===== config.mk =====
export PLATFORM = sky130hd
export DESIGN_NAME = baccarat_sequencer_flat
export DESIGN_NICKNAME = d
export VERILOG_FILES = /design/src/rtl/baccarat_pkg.sv /design/src/rtl/baccarat_sequencer_if.sv /design/src/rtl/banker_draw_rule.sv /design/src/rtl/baccarat_sequencer.sv /design/src/flat_wrapper.sv
export SDC_FILE = /design/constraint.sdc
export NUM_CORES = 1
export LEC_CHECK = 0
export ABC_CLOCK_PERIOD_IN_PS = 1700
export BUFFER_PORTS_ARGS = -buffer_cell sky130_fd_sc_hd__buf_2
export CAP_MARGIN = 20
export CORE_AREA = 4 4 41 43
export DETAILED_ROUTE_END_ITERATION = 12
export DIE_AREA = 0 0 45 47
export HOLD_SLACK_MARGIN = 0.15
export SKIP_LAST_GASP = 1
export SYNTH_ARGS = -nofsm -noshare
export SYNTH_HDL_FRONTEND = slang
export SYNTH_SLANG_ARGS = --single-unit
export TNS_END_PERCENT = 50

===== constraint.sdc =====
create_clock -name slow_clock -period 1.7 [get_ports slow_clock]
set_input_delay 0.17 -clock slow_clock [delete_from_list [all_inputs] [get_ports slow_clock]]
set_output_delay 0.17 -clock slow_clock [all_outputs]
set_load 0.01 [all_outputs]

===== src/rtl/baccarat_pkg.sv =====
// Shared types and game constants for the baccarat control slice.
// Card codes and hand scores are 4-bit; states cover one full round.
package baccarat_pkg;

    localparam int CARD_W  = 4;
    localparam int SCORE_W = 4;

    localparam logic [SCORE_W-1:0] NATURAL_MIN     = 4'd8;
    localparam logic [SCORE_W-1:0] PLAYER_DRAW_MAX = 4'd5;
    localparam logic [SCORE_W-1:0] BANKER_STAND    = 4'd7;

    typedef enum logic [3:0] {
        S_P1,
        S_D1,
        S_P2,
        S_D2,
        S_CHK,
        S_P3,
        S_BCHK,
        S_D3,
        S_DONE
    } state_t;

    // Face cards, tens and the unused codes all count as zero.
    function automatic logic [SCORE_W-1:0] card_value(input logic [CARD_W-1:0] c);
        if (c >= 4'd1 && c <= 4'd9)
            return SCORE_W'(c);
        return '0;
    endfunction

endpackage


===== src/rtl/baccarat_sequencer_if.sv =====
// Sequencer <-> datapath bundle: scores and third card in, strobes and lights out.
// master is the sequencer side, slave the datapath/board side.
interface baccarat_sequencer_if;

    logic [baccarat_pkg::SCORE_W-1:0] pscore;
    logic [baccarat_pkg::SCORE_W-1:0] dscore;
    logic [baccarat_pkg::CARD_W-1:0]  pcard3;
    logic load_pcard1;
    logic load_pcard2;
    logic load_pcard3;
    logic load_dcard1;
    logic load_dcard2;
    logic load_dcard3;
    logic player_win_light;
    logic dealer_win_light;
    logic game_done;

    modport master (
        input  pscore, dscore, pcard3,
        output load_pcard1, load_pcard2, load_pcard3,
        output load_dcard1, load_dcard2, load_dcard3,
        output player_win_light, dealer_win_light, game_done
    );

    modport slave (
        output pscore, dscore, pcard3,
        input  load_pcard1, load_pcard2, load_pcard3,
        input  load_dcard1, load_dcard2, load_dcard3,
        input  player_win_light, dealer_win_light, game_done
    );

endinterface


===== src/rtl/banker_draw_rule.sv =====
// Banker third-card table, applied after the player has drawn a third card.
// Pure combinational lookup on banker score and player third-card value.
module banker_draw_rule
    import baccarat_pkg::*;
(
    input  logic [SCORE_W-1:0] dscore,
    input  logic [SCORE_W-1:0] value,
    output logic               draw
);

    always_comb begin
        draw = 1'b0;
        if (dscore < BANKER_STAND) begin
            case (dscore)
                4'd0, 4'd1, 4'd2: draw = 1'b1;
                4'd3:             draw = (value != 4'd8);
                4'd4:             draw = (value >= 4'd2 && value <= 4'd7);
                4'd5:             draw = (value >= 4'd4 && value <= 4'd7);
                4'd6:             draw = (value >= 4'd6 && value <= 4'd7);
                default:          draw = 1'b0;
            endcase
        end
    end

endmodule


===== src/rtl/baccarat_sequencer.sv =====
// Baccarat round controller: deals four cards, applies third-card rules,
// then lights the winner until the next reset.
module baccarat_sequencer
    import baccarat_pkg::*;
(
    input  logic                 slow_clock,
    input  logic                 reset,
    baccarat_sequencer_if.master bus
);

    state_t state;
    state_t state_nxt;
    logic   banker_draw;
    logic   natural;

    banker_draw_rule u_rule (
        .dscore (bus.dscore),
        .value  (card_value(bus.pcard3)),
        .draw   (banker_draw)
    );

    // Out-of-range scores (10..15) also land here and end the round.
    assign natural = (bus.pscore >= NATURAL_MIN) || (bus.dscore >= NATURAL_MIN);

    always_ff @(posedge slow_clock) begin
        if (reset)
            state <= S_P1;
        else
            state <= state_nxt;
    end

    always_comb begin
        state_nxt = state;
        unique case (state)
            S_P1:   state_nxt = S_D1;
            S_D1:   state_nxt = S_P2;
            S_P2:   state_nxt = S_D2;
            S_D2:   state_nxt = S_CHK;
            S_CHK: begin
                if (natural)
                    state_nxt = S_DONE;
                else if (bus.pscore <= PLAYER_DRAW_MAX)
                    state_nxt = S_P3;
                else if (bus.dscore <= PLAYER_DRAW_MAX)
                    state_nxt = S_D3;
                else
                    state_nxt = S_DONE;
            end
            S_P3:   state_nxt = S_BCHK;
            S_BCHK: state_nxt = banker_draw ? S_D3 : S_DONE;
            S_D3:   state_nxt = S_DONE;
            S_DONE: state_nxt = S_DONE;
            default: state_nxt = S_P1;
        endcase
    end

    // Reset masks every output in the same cycle it is asserted.
    always_comb begin
        bus.load_pcard1      = 1'b0;
        bus.load_pcard2      = 1'b0;
        bus.load_pcard3      = 1'b0;
        bus.load_dcard1      = 1'b0;
        bus.load_dcard2      = 1'b0;
        bus.load_dcard3      = 1'b0;
        bus.player_win_light = 1'b0;
        bus.dealer_win_light = 1'b0;
        bus.game_done        = 1'b0;
        if (!reset) begin
            unique case (state)
                S_P1: bus.load_pcard1 = 1'b1;
                S_D1: bus.load_dcard1 = 1'b1;
                S_P2: bus.load_pcard2 = 1'b1;
                S_D2: bus.load_dcard2 = 1'b1;
                S_P3: bus.load_pcard3 = 1'b1;
                S_D3: bus.load_dcard3 = 1'b1;
                S_DONE: begin
                    bus.game_done        = 1'b1;
                    bus.player_win_light = (bus.pscore >= bus.dscore);
                    bus.dealer_win_light = (bus.dscore >= bus.pscore);
                end
                default: ;
            endcase
        end
    end

endmodule


===== src/flat_wrapper.sv =====
// flat-port wrapper written by rule: the top's interface ports become plain ports
module baccarat_sequencer_flat import baccarat_pkg::*;
  (slow_clock, reset, bus_pscore, bus_dscore, bus_pcard3, bus_load_pcard1, bus_load_pcard2, bus_load_pcard3, bus_load_dcard1, bus_load_dcard2, bus_load_dcard3, bus_player_win_light, bus_dealer_win_light, bus_game_done);
  baccarat_sequencer_if bus_i ();
  input  logic slow_clock;
  input  logic reset;
  input wire logic [$bits(bus_i.pscore)-1:0] bus_pscore;
  input wire logic [$bits(bus_i.dscore)-1:0] bus_dscore;
  input wire logic [$bits(bus_i.pcard3)-1:0] bus_pcard3;
  output wire logic [$bits(bus_i.load_pcard1)-1:0] bus_load_pcard1;
  output wire logic [$bits(bus_i.load_pcard2)-1:0] bus_load_pcard2;
  output wire logic [$bits(bus_i.load_pcard3)-1:0] bus_load_pcard3;
  output wire logic [$bits(bus_i.load_dcard1)-1:0] bus_load_dcard1;
  output wire logic [$bits(bus_i.load_dcard2)-1:0] bus_load_dcard2;
  output wire logic [$bits(bus_i.load_dcard3)-1:0] bus_load_dcard3;
  output wire logic [$bits(bus_i.player_win_light)-1:0] bus_player_win_light;
  output wire logic [$bits(bus_i.dealer_win_light)-1:0] bus_dealer_win_light;
  output wire logic [$bits(bus_i.game_done)-1:0] bus_game_done;
  assign bus_i.pscore = bus_pscore;
  assign bus_i.dscore = bus_dscore;
  assign bus_i.pcard3 = bus_pcard3;
  assign bus_load_pcard1 = bus_i.load_pcard1;
  assign bus_load_pcard2 = bus_i.load_pcard2;
  assign bus_load_pcard3 = bus_i.load_pcard3;
  assign bus_load_dcard1 = bus_i.load_dcard1;
  assign bus_load_dcard2 = bus_i.load_dcard2;
  assign bus_load_dcard3 = bus_i.load_dcard3;
  assign bus_player_win_light = bus_i.player_win_light;
  assign bus_dealer_win_light = bus_i.dealer_win_light;
  assign bus_game_done = bus_i.game_done;
  baccarat_sequencer u_core (.slow_clock(slow_clock), .reset(reset), .bus(bus_i));
endmodule

# After elaboration in Yosys (flattened, before gate mapping)
# Index checks and enable logic that the tools add are counted.
op_classes:
  n_lt_le_gt_ge: 13
  eq_ne: 15
  muxes: 28
  n_reduce_logical: 9
op_table:
  columns: ["operator", "count"]
  rows:
  - ["$pmux 4 s8", 1]
  - ["$eq 4x3->1 const B", 7]
  - ["$mux 4", 6]
  - ["$mux 1", 20]
  - ["$eq 4x2->1 const B", 4]
  - ["$le 4x3->1 const B", 3]
  - ["$eq 4x1->1 const B", 2]
  - ["$ge 4x3->1 const B", 2]
  - ["$ge 4x4->1", 2]
  - ["$ge 4x4->1 const B", 2]
  - ["$logic_not 4->1", 2]
  - ["$pmux 1 s5", 1]
  - ["$eq 4x4->1 const B", 1]
  - ["$ge 4x1->1 const B", 1]
  - ["$ge 4x2->1 const B", 1]
  - ["$le 4x4->1 const B", 1]
  - ["$logic_and 1x1->1", 4]
  - ["$lt 4x3->1 const B", 1]
  - ["$ne 4x4->1 const B", 1]
  - ["$reduce_or 3->1", 1]
  - ["$reduce_or 2->1", 1]
  - ["$logic_or 1x1->1", 1]
word_totals:
  register_bits: 4
  input_bits: 14
  out_inout_bits: 9
  wordCells: 66

# Depth between registers and ports, before layout
depth:
  word_depth: 10
  mapped_depth: 7
  ltp_nobuf: 7

# Hierarchy
# Synthesis repeated with hierarchy kept, for this count alone.
hier_totals:
  cells_unflattened: 76
  area_unflattened_um2: 558.0
by_module_without_submodules:
  columns: ["mod", "n_inst", "cells_each", "area_each_um2", "seq_area_each_um2"]
  rows:
  - ["baccarat_sequencer", 1, 69, 500.5, 80.1]
  - ["banker_draw_rule", 1, 7, 57.6, 0.0]

# Least setup slack after synthesis
# No wires, ideal clock.
synth_path:
  path_type: "input to output"
  from: "input port bus_dscore[1]"
  to: "output port bus_dealer_win_light"
  arrival_ps: 1256
  required_time_ps: 1530
  path_slack_ps: 274
  path_stages: 7
  n_path_buf: 0
  path_cell_list: "inv_1 ha_1 nor2b_1 o21a_1 o21ai_0 nand2_1 a21oi_1"
synth_via:
  elab_chain_len: 3
synth_rtl:
  columns: ["item", "line_no", "text"]
  rows:
  - ["start, declared", "flat_wrapper.sv:8", "input wire logic [$bits(bus_i.dscore)-1:0] bus_dscore;"]
  - ["$ge 4x4->1", "baccarat_sequencer.sv:79", "bus.dealer_win_light = (bus.dscore >= bus.pscore);"]
  - ["$mux 1", "baccarat_sequencer.sv:69", "unique case (state)"]
  - ["$mux 1", "baccarat_sequencer.sv:68", "if (!reset) begin"]
  - ["end, declared", "flat_wrapper.sv:17", "output wire logic [$bits(bus_i.dealer_win_light)-1:0] bus_dealer_win_light;"]
# Every way passes these cells.

# Final worst setup path
# Ends and elaborated chain as after synthesis.

==> impl_metrics.ini <==
[global_routing]
grt_usage_pct = 12.7
grt_max_degree = 11
grt_pass1_vias = 502
antenna_found_initial = 0
overflow = 0
grt_pass1_wl_mm = 2.06

[setup_path]
crit_family = compound AO/OA/AOI/OAI gates
critical_path_buf_inv_count = 3
critical_path.max_stage_delay_ns = 0.30
crit_path_max_fanout = 3
critPathCaptureType = output port
crit_path_start_kind = input pin
reg2reg_depth = 3
worstReg2RegStart = u_core.state[2]
r2r_slack_ns = 0.40
crit_required_ns = 1.53
crit_chain = buf_2 > inv_1 > ha_1 > nor2b_1 > o21a_1 > o21ai_1 > nand2_1 > a21oi_1 > buf_2
cp_slowest_cell = ha_1
regToRegEndpoint = u_core.state[2]
crit_type = in2out
cp-startpoint = bus_dscore[1]
cpMostUsedCell = buf_2
critical_path_arrival_ns = 1.42

[cells_and_area]
diodes = 0
largest-register = u_core.state
finalNetCount = 114
syn2layout_area_growth_pct = 29.5
layoutNonFillerInstCount = 109
mostFrequentLayoutCells = 22 x buf_2, 10 x nor2_1, 8 x inv_1
final_common_cell = buf_2
drive_gt1_share_pct = 29.8
largest_register_ffs = 4
utilization_pct = 46.4
reg_top3 = u_core.state: 4 flops

[sta]
max_freq_ghz = 0.628
fin_crit_ns = 1.59
tightest_slew_ns = 0.314
rsz0062_at_grt = no
final.setup.tns_ns = 0
post-route-period-util_pct = 93.7
hold_violations = 0
slew-limit-headroom_pct = 79.1
setup_viol = 0
finalWorstSetupSlack_ns = 0.107
finClkSkew_ns = 0.00746
slew_viol_final = 0

[placed_design]
portBuffers = 22
dp_hpwl_um = 978
dpl_worst_slack_ns = 0.0641
place_congestion = 0.806
place_inst = 106

[detailed_routing]
viasPerCell = 5.22
antenna_left = 0
dr.pass1.iters = 4
drt_iter0_drc = 4
vias = 569
wl_per_cell_um = 10.6
drc = 0
routed_wirelength_mm = 1.16

[pwr]
vdd_drop_max_mv = 0.272
p_leak_nw = 0.307
p_per_area_mw_per_mm2 = 586
finalPower_w = 0.000354

[clock_tree]
clk_path_buf_depth = 2
clkLatencyLatePin_ns = 0.23
cts_tree = yes
cts.htree.levels = 1
cts.sinks = 4
cts_buffers = 3
holdBufCountCts = 0
cts_root_buffer = clkbuf_4
cts.clk_slew.worst_paths_ns = 0.04

[worst_hold_path]
holdPathEnd = u_core.state[0]
hold_path_class = in2reg
hold_start = reset
whs_path_depth = 3

[synth]
yosys.area.top_type = dfxtp_1
async_flop_share_pct = 0
synth.ff_latch_count = 4
ys.flop_type = dfxtp_1
ys_seq_area_share_pct = 17.2
yosys_warnings = 0
yosysUniqueCellTypes = 24
synth_area_leaders = dfxtp_1 17%, ha_1 11%, nor2_1 8.0%, a21oi_1 6.4%, nor3_1 6.4%
synth_area_sq_um = 467
syn_inst = 72
synth_top_area_share_pct = 17.2
avgSynthCellArea_sq_um = 6.48
synth_nets = 90
synth_edf_count = 0

[outcome]
status = completed

[die]
core_sq_mm = 0.00130
fp.dieH_um = 47
fp-row-count = 13
num_io_pins = 23
die_x_um = 45
initial_core_util_pct = 35.9
dieArea_sq_mm = 0.00212

[job]
maxCapViolCount = 0
cell usage after synthesis (2+ instances only):
library cell	number
dfxtp_1	4
nand2_1	7
nor3_1	6
ha_1	4
nand4_1	4
inv_1	8
nand2b_1	2
o21ai_0	5
buf_2	2
nand3_1	2
a21oi_1	6
nor2_1	10
area by class of cell:
| cell class | instances | area [sq um] |
|---|---|---|
| sequential | 4 | 80.1 |
| inverter | 8 | 30.0 |
| timing repair buffer | 22 | 110 |
| fill | 157 | 697 |
| multi-input combinational | 57 | 343 |
| clock buffer | 3 | 22.5 |
| tap | 15 | 18.8 |
cell families after synthesis:
family,share of synthesized area (%)
buf+inv,9.38
flops,17.2
fa+ha+maj,10.7
compound gates,23.9
simple gates,38.9
worst max-delay path by stage:
stage                                      end  cells past startpoint  slack, ns
final                     bus_dealer_win_light                      9       0.11
after global routing      bus_dealer_win_light                      9       0.02
after CTS                 bus_dealer_win_light                      9       0.07
after detailed placement  bus_dealer_win_light                      9       0.06
after global placement    bus_dealer_win_light                      9        0.1
after floorplan           bus_dealer_win_light                      7       0.27
where the power goes:
part	total [W]	switching (W)	internal, W
clock	0.000116	0.0000369	0.0000788
combinational	0.000116	0.0000632	0.0000532
sequential	0.000122	0.0000191	0.000103
total	0.000354	0.000119	0.000235
layer usage:
metal,wire [um],vias to the layer above,track usage (%)
li1,-,297,-
met1,499,251,15.5
met2,541,21,22.6
met3,114,0,4.98
met4,0,0,0
met5,0,-,0
stage by stage:
stage	hold WS (ns)	cell area, sq um
2_1_floorplan	0.394	467
3_5_place_dp	0.574	582
4_1_cts	0.332	604
3_3_place_gp	0.583	582
6_report	0.351	604
5_1_grt	0.365	604
repair_timing:
action                                  4_1_cts  5_1_grt
setup buffers                                 0        0
resized for setup                             0        1
endpoints found under the setup margin        0        1
worst reg2reg max path, cell delays in order (launching register included):
cell     delay, ns
dfxtp_1       0.48
nand2_1       0.19
or3_4         0.43
a21oi_1       0.13
Note: power is estimated with default switching activity, not from simulation.
